## src/rtl/uart_rx_ctrl.sv

```systemverilog
`default_nettype none
// +----------------------------------------------------------------------------+
// | Module   : uart_rx_ctrl                                                     |
// | Brief    : UART receive frame controller (start/data/parity/stop checking)  |
// | Revision : 1.0                                                              |
// +----------------------------------------------------------------------------+
module uart_rx_ctrl (
  input  logic       CLK,
  input  logic       Reset,
  input  logic       RX_IN,
  input  logic [4:0] Prescale,
  input  logic       PAR_EN,
  input  logic       PAR_TYP,
  input  logic       Sampled_bit,
  output logic       S_EN,
  output logic [4:0] edge_count,
  output logic       edge_end,
  output logic [7:0] P_DATA,
  output logic       Data_valid,
  output logic       Parity_error,
  output logic       Stop_error
);

  typedef enum logic [2:0] {
    IDLE   = 3'd0,
    START  = 3'd1,
    DATA   = 3'd2,
    PARITY = 3'd3,
    STOP   = 3'd4,
    DONE   = 3'd5
  } state_t;

  state_t     r_state, w_state_next;
  state_t     r_chk_kind;
  logic [4:0] r_ps;
  logic       r_par_en;
  logic       r_par_typ;
  logic [4:0] r_edge_cnt, w_edge_cnt_next;
  logic [2:0] r_bit_cnt, w_bit_cnt_next;
  logic       r_chk;
  logic [7:0] r_shift;
  logic       r_par_flag;
  logic       w_busy;
  logic       w_edge_end;
  logic       w_start_det;
  logic       w_false_start;
  logic       w_chk_stop;
  logic       w_par_err;

  assign w_busy        = (r_state == START) || (r_state == DATA) ||
                         (r_state == PARITY) || (r_state == STOP);
  assign w_edge_end    = w_busy && (r_edge_cnt == (r_ps - 5'd1));
  assign w_start_det   = (r_state == IDLE) && !RX_IN;
  // The sampler's vote arrives one cycle after edge_end, hence the chk tag.
  assign w_false_start = r_chk && (r_chk_kind == START) && Sampled_bit;
  assign w_chk_stop    = r_chk && (r_chk_kind == STOP);
  assign w_par_err     = r_par_flag && r_par_en;

  assign S_EN       = (r_state != IDLE);
  assign edge_count = r_edge_cnt;
  assign edge_end   = w_edge_end;

  always_comb begin
    w_state_next    = r_state;
    w_edge_cnt_next = 5'd0;
    w_bit_cnt_next  = r_bit_cnt;
    if (w_busy && !w_edge_end) begin
      w_edge_cnt_next = r_edge_cnt + 5'd1;
    end
    case (r_state)
      IDLE: begin
        w_bit_cnt_next = 3'd0;
        if (!RX_IN) w_state_next = START;
      end
      START: begin
        if (w_edge_end) w_state_next = DATA;
      end
      DATA: begin
        if (w_edge_end) begin
          w_bit_cnt_next = r_bit_cnt + 3'd1;
          if (r_bit_cnt == 3'd7) w_state_next = r_par_en ? PARITY : STOP;
        end
      end
      PARITY: begin
        if (w_edge_end) w_state_next = STOP;
      end
      STOP: begin
        if (w_edge_end) w_state_next = DONE;
      end
      DONE:    w_state_next = IDLE;
      default: w_state_next = IDLE;
    endcase
    if (w_false_start) begin
      w_state_next    = IDLE;
      w_edge_cnt_next = 5'd0;
    end
  end

  always_ff @(posedge CLK or negedge Reset) begin
    if (!Reset) begin
      r_state    <= IDLE;
      r_edge_cnt <= 5'd0;
      r_bit_cnt  <= 3'd0;
      r_ps       <= 5'd0;
      r_par_en   <= 1'b0;
      r_par_typ  <= 1'b0;
      r_chk      <= 1'b0;
      r_chk_kind <= IDLE;
    end else begin
      r_state    <= w_state_next;
      r_edge_cnt <= w_edge_cnt_next;
      r_bit_cnt  <= w_bit_cnt_next;
      r_chk      <= w_edge_end;
      r_chk_kind <= r_state;
      // Frame configuration is frozen at start detect.
      if (w_start_det) begin
        r_ps      <= Prescale;
        r_par_en  <= PAR_EN;
        r_par_typ <= PAR_TYP;
      end
    end
  end

  always_ff @(posedge CLK or negedge Reset) begin
    if (!Reset) begin
      r_shift      <= 8'h00;
      r_par_flag   <= 1'b0;
      P_DATA       <= 8'h00;
      Data_valid   <= 1'b0;
      Parity_error <= 1'b0;
      Stop_error   <= 1'b0;
    end else begin
      Data_valid   <= 1'b0;
      Parity_error <= 1'b0;
      Stop_error   <= 1'b0;
      if (r_chk && (r_chk_kind == DATA)) begin
        r_shift <= {Sampled_bit, r_shift[7:1]};
      end
      if (r_chk && (r_chk_kind == PARITY)) begin
        r_par_flag <= ((^r_shift) ^ r_par_typ) != Sampled_bit;
      end
      if (w_chk_stop) begin
        Parity_error <= w_par_err;
        Stop_error   <= !Sampled_bit;
        Data_valid   <= !w_par_err && Sampled_bit;
        if (!w_par_err && Sampled_bit) P_DATA <= r_shift;
      end
    end
  end

endmodule
`default_nettype wire

```

## config.mk

```make
export PLATFORM = sky130hd
export DESIGN_NAME = uart_rx_ctrl
export DESIGN_NICKNAME = d
export VERILOG_FILES = /design/src/rtl/uart_rx_ctrl.sv
export SDC_FILE = /design/constraint.sdc
export NUM_CORES = 1
export LEC_CHECK = 0
export CORE_MARGIN = 2
export CORE_UTILIZATION = 30
export CTS_CLUSTER_DIAMETER = 40
export CTS_CLUSTER_SIZE = 10
export DETAILED_ROUTE_END_ITERATION = 7
export SLEW_MARGIN = 10
export SYNTH_ARGS = -nofsm -noshare
export SYNTH_HDL_FRONTEND = slang
export SYNTH_SLANG_ARGS = --single-unit
export TNS_END_PERCENT = 100
```

## constraint.sdc

```tcl
create_clock -name CLK -period 4.6 [get_ports CLK]
set_input_delay 0.92 -clock CLK [delete_from_list [all_inputs] [get_ports CLK]]
set_output_delay 0.92 -clock CLK [all_outputs]
set_load 0.05 [all_outputs]
```

==> reports/qor.txt <==
outcome -> completed
final worst-path setup slack -> 951 ps
Max VDD drop -> 0.181 mV
Yosys warning count -> 0
hold crit path type -> reg2reg
via-per-instance ratio -> 4.63
TNS Setup -> 0 ps
CTS Sinks -> 42
Net Sw Frac -> 37.3%
Switch Pwr -> 0.614 mW
# diodes -> 0
CP endpoint kind -> output pin
gr ovfl total -> 0
Reg clk slew, reported paths -> 80 ps
Clk Latency, worst-skew pair -> 300 ps
syn avg cell area -> 11.0 um2
Crit-path slowest cell -> clkdlybuf4s50_1
area added between synthesis and finish -> 25.6%
pre-CTS setup slack -> 1280 ps
Reg2Reg Capture Point -> r_bit_cnt[0]
post-route DRC violation count -> 0
CORE AREA -> 6350 um2
fillcell total -> 620
Rel. slew slack -> 38.4%
max-cap check violation count -> 0
Root Buffer -> clkbuf_8
IO Count -> 29
antenna violations before repair -> 0
DRT Pass-1 Iters -> 4
H-tree Lvls -> 2
combinational share of power -> 41.5%
asr flop ratio synth -> 100%
Yosys top cell area share -> 53.6%
first-pass GRT wire length -> 6.51 mm
setup slack, reg-to-reg -> 2580 ps
Post-CTS Setup Inserts -> 0
area leader, netlist -> dfrtp_1
Die Y -> 84.8 um
CTS buffer count -> 5
RSZ-0062 raised after global routing -> no
final wirelength -> 3.77 mm
worst r2r src -> r_ps[0]
Port Buffers -> 28
Int Pwr -> 1.03 mW
ANT nets after route -> 0
clock share of power -> 21.9%
Setup violations, final -> 0
syn nets -> 193
Register Area -> 1050 um2
sequential power share -> 36.5%
leakage -> 1.11 nW
hold path endpoint -> P_DATA[3]
cts hold-fix bufs -> 0
DRT iter0 DRCs -> 55
final hold violations -> 0
mapped cell area -> 1960 um2
f_max -> 274 MHz
final std cells w/o fill -> 289
Slew @ Worst Pin -> 924 ps
Pwr per Cell Area -> 670 nW/um2
crit path time final -> 3650 ps
Final Cycle Share -> 79.3%
die width -> 84.8 um
kind of critical path -> reg2out
Initial Util -> 30.9%
Critical Path AT -> 2730 ps
CP Max Fanout -> 12
HPWL Detailed -> 2.65 mm
RD Place Congestion -> 0.817
Post-layout nets -> 226
Pins Over Slew Limit -> 0
PostCTS Resize Cnt -> 0
Crit path buffers/inverters -> 3
via count of the first global-routing pass -> 1373
slowest cell delay on critical path -> 830 ps
largest net degree at the start of global routing -> 43
TritonCTS clock tree -> done
clk buf depth -> 2
Core Util, Final -> 38.8%
DR vias -> 1338
drt wl/cell -> 13.0 um
worst-path cell chain -> inv_1 > ha_1 > nand4bb_1 > a211oi_2 > o311ai_2 > buf_4 > nor2_1 > clkdlybuf4s50_1
CP delay by family, top -> buffers and inverters
Seq/Total Area, Yosys -> 53.6%
placed instance count -> 281
Post-synth EDFFs -> 0
Mapped Cells -> 178
hold path depth -> 2
share of layout cells above drive strength 1 -> 15.6%
Reg2Reg Depth -> 8
die area -> 7200 um2
Layout Skew -> 6.58 ps
crit path launch type -> flop
top_reg_cell synth -> dfrtp_1
Yosys reg bits -> 42
Critical Path RT -> 3680 ps
Cell variety after synth -> 39
GRT Total Usage -> 11.3%
min-delay src -> P_DATA[3]
area of the multi-input gates -> 860 um2
top cells by area, synth -> dfrtp_1 54%, mux2_2 6.9%, nand2_1 6.7%, xnor2_1 5.8%, ha_1 2.6%
Min Hold Slack -> 475 ps
row count -> 29
-- cell type report --
| cell class | count | area share, % |
|---|---|---|
| clock inverter | 2 | 2.44 |
| multi-input combinational | 125 | 34.9 |
| clock buffer | 6 | 3.35 |
| tap | 77 | 3.91 |
| timing repair buffer | 29 | 11.5 |
| inverter | 8 | 1.22 |
| sequential | 42 | 42.7 |
-- cells by family (layout without fill, tap and decap cells) --
family          count (synthesis)  after routing  synth area share (%)
simple gates                   71             71                  18.6
flops                          42             42                  53.6
compound gates                 19             19                  7.21
xor+xnor                       18             18                  8.04
mux                            13             13                  7.40
buf+inv                        11             45                  2.55
fa+ha+maj                       4              4                  2.55
-- Yosys cell counts (2+ instances only) --
library cell   n
nor2_1        10
nand2_1       35
dfrtp_1       42
a211oi_2       2
mux2_2        12
o211ai_1       2
ha_1           4
inv_1          7
nand3_1        9
nand4bb_1      2
o21ai_0        7
a21oi_1        2
xor2_1         5
nor2_2         2
xnor2_1       13
-- sequential cells by signal (all words and copies together), names as in the netlist --
name and count:
Stop_error 1, r_ps 5, edge_count 5, r_par_flag 1, P_DATA 8, Data_valid 1, r_shift 8, r_state 3
r_chk 1, r_bit_cnt 3, r_chk_kind 3, r_par_typ 1, Parity_error 1, r_par_en 1
-- worst max path at each step --
stage | startpoint | depth (start not counted) | to | slack (ps)
after floorplan | edge_count[2] | 5 | edge_end | 1570
after global placement | r_ps[0] | 8 | edge_end | 1340
after detailed placement | r_ps[0] | 8 | edge_end | 1280
after CTS | r_ps[0] | 8 | edge_end | 930
after global routing | r_ps[0] | 8 | edge_end | 800
final | r_ps[0] | 8 | edge_end | 950
-- power by group through the flow --
stage / Sequential (mW) / Combinational (mW) / Clock, mW
finish: 0.602 / 0.685 / 0.362
global route: 0.624 / 0.750 / 0.386
CTS: 0.602 / 0.693 / 0.369
detailed placement: 0.609 / 0.687 / 0
global placement: 0.608 / 0.681 / 0
floorplan: 0.647 / 0.482 / 0
-- cells in the final DEF (no fill, tap or decap), types with 2 or more instances in the layout --
cell / count
inv_1: 7
o21ai_0: 7
clkbuf_8: 6
o211ai_1: 2
xnor2_1: 13
clkdlybuf4s50_1: 27
nor2_2: 2
dfrtp_1: 42
ha_1: 4
mux2_2: 12
nand4bb_1: 2
a211oi_2: 2
nand2_1: 35
nor2_1: 10
a21oi_1: 2
xor2_1: 5
nand3_1: 9
bufinv_16: 2
-- layer usage --
layer | track usage, % | up-vias | routed length (um) | part of all wire (%)
met5 | 0 | - | 0 | 0
met1 | 15.4 | 639 | 1900 | 50
met2 | 17.0 | 22 | 1650 | 44
met3 | 3.21 | 7 | 152 | 4.0
met4 | 4.91 | 0 | 76 | 2.0
li1 | - | 670 | - | -
-- metrics by stage --
step | power, mW | cell area, um2
floorplan | 1.13 | 1960
global placement | 1.29 | 2320
detailed placement | 1.30 | 2320
CTS | 1.66 | 2460
global route | 1.76 | 2460
finish | 1.65 | 2460
-- worst min-delay path, delay by kind of cell (launching register included) --
kind / cells / cell delay, ps
simple gates: 2 / 100
flops: 1 / 340
No activity file was read; power rests on OpenSTA's default activity.
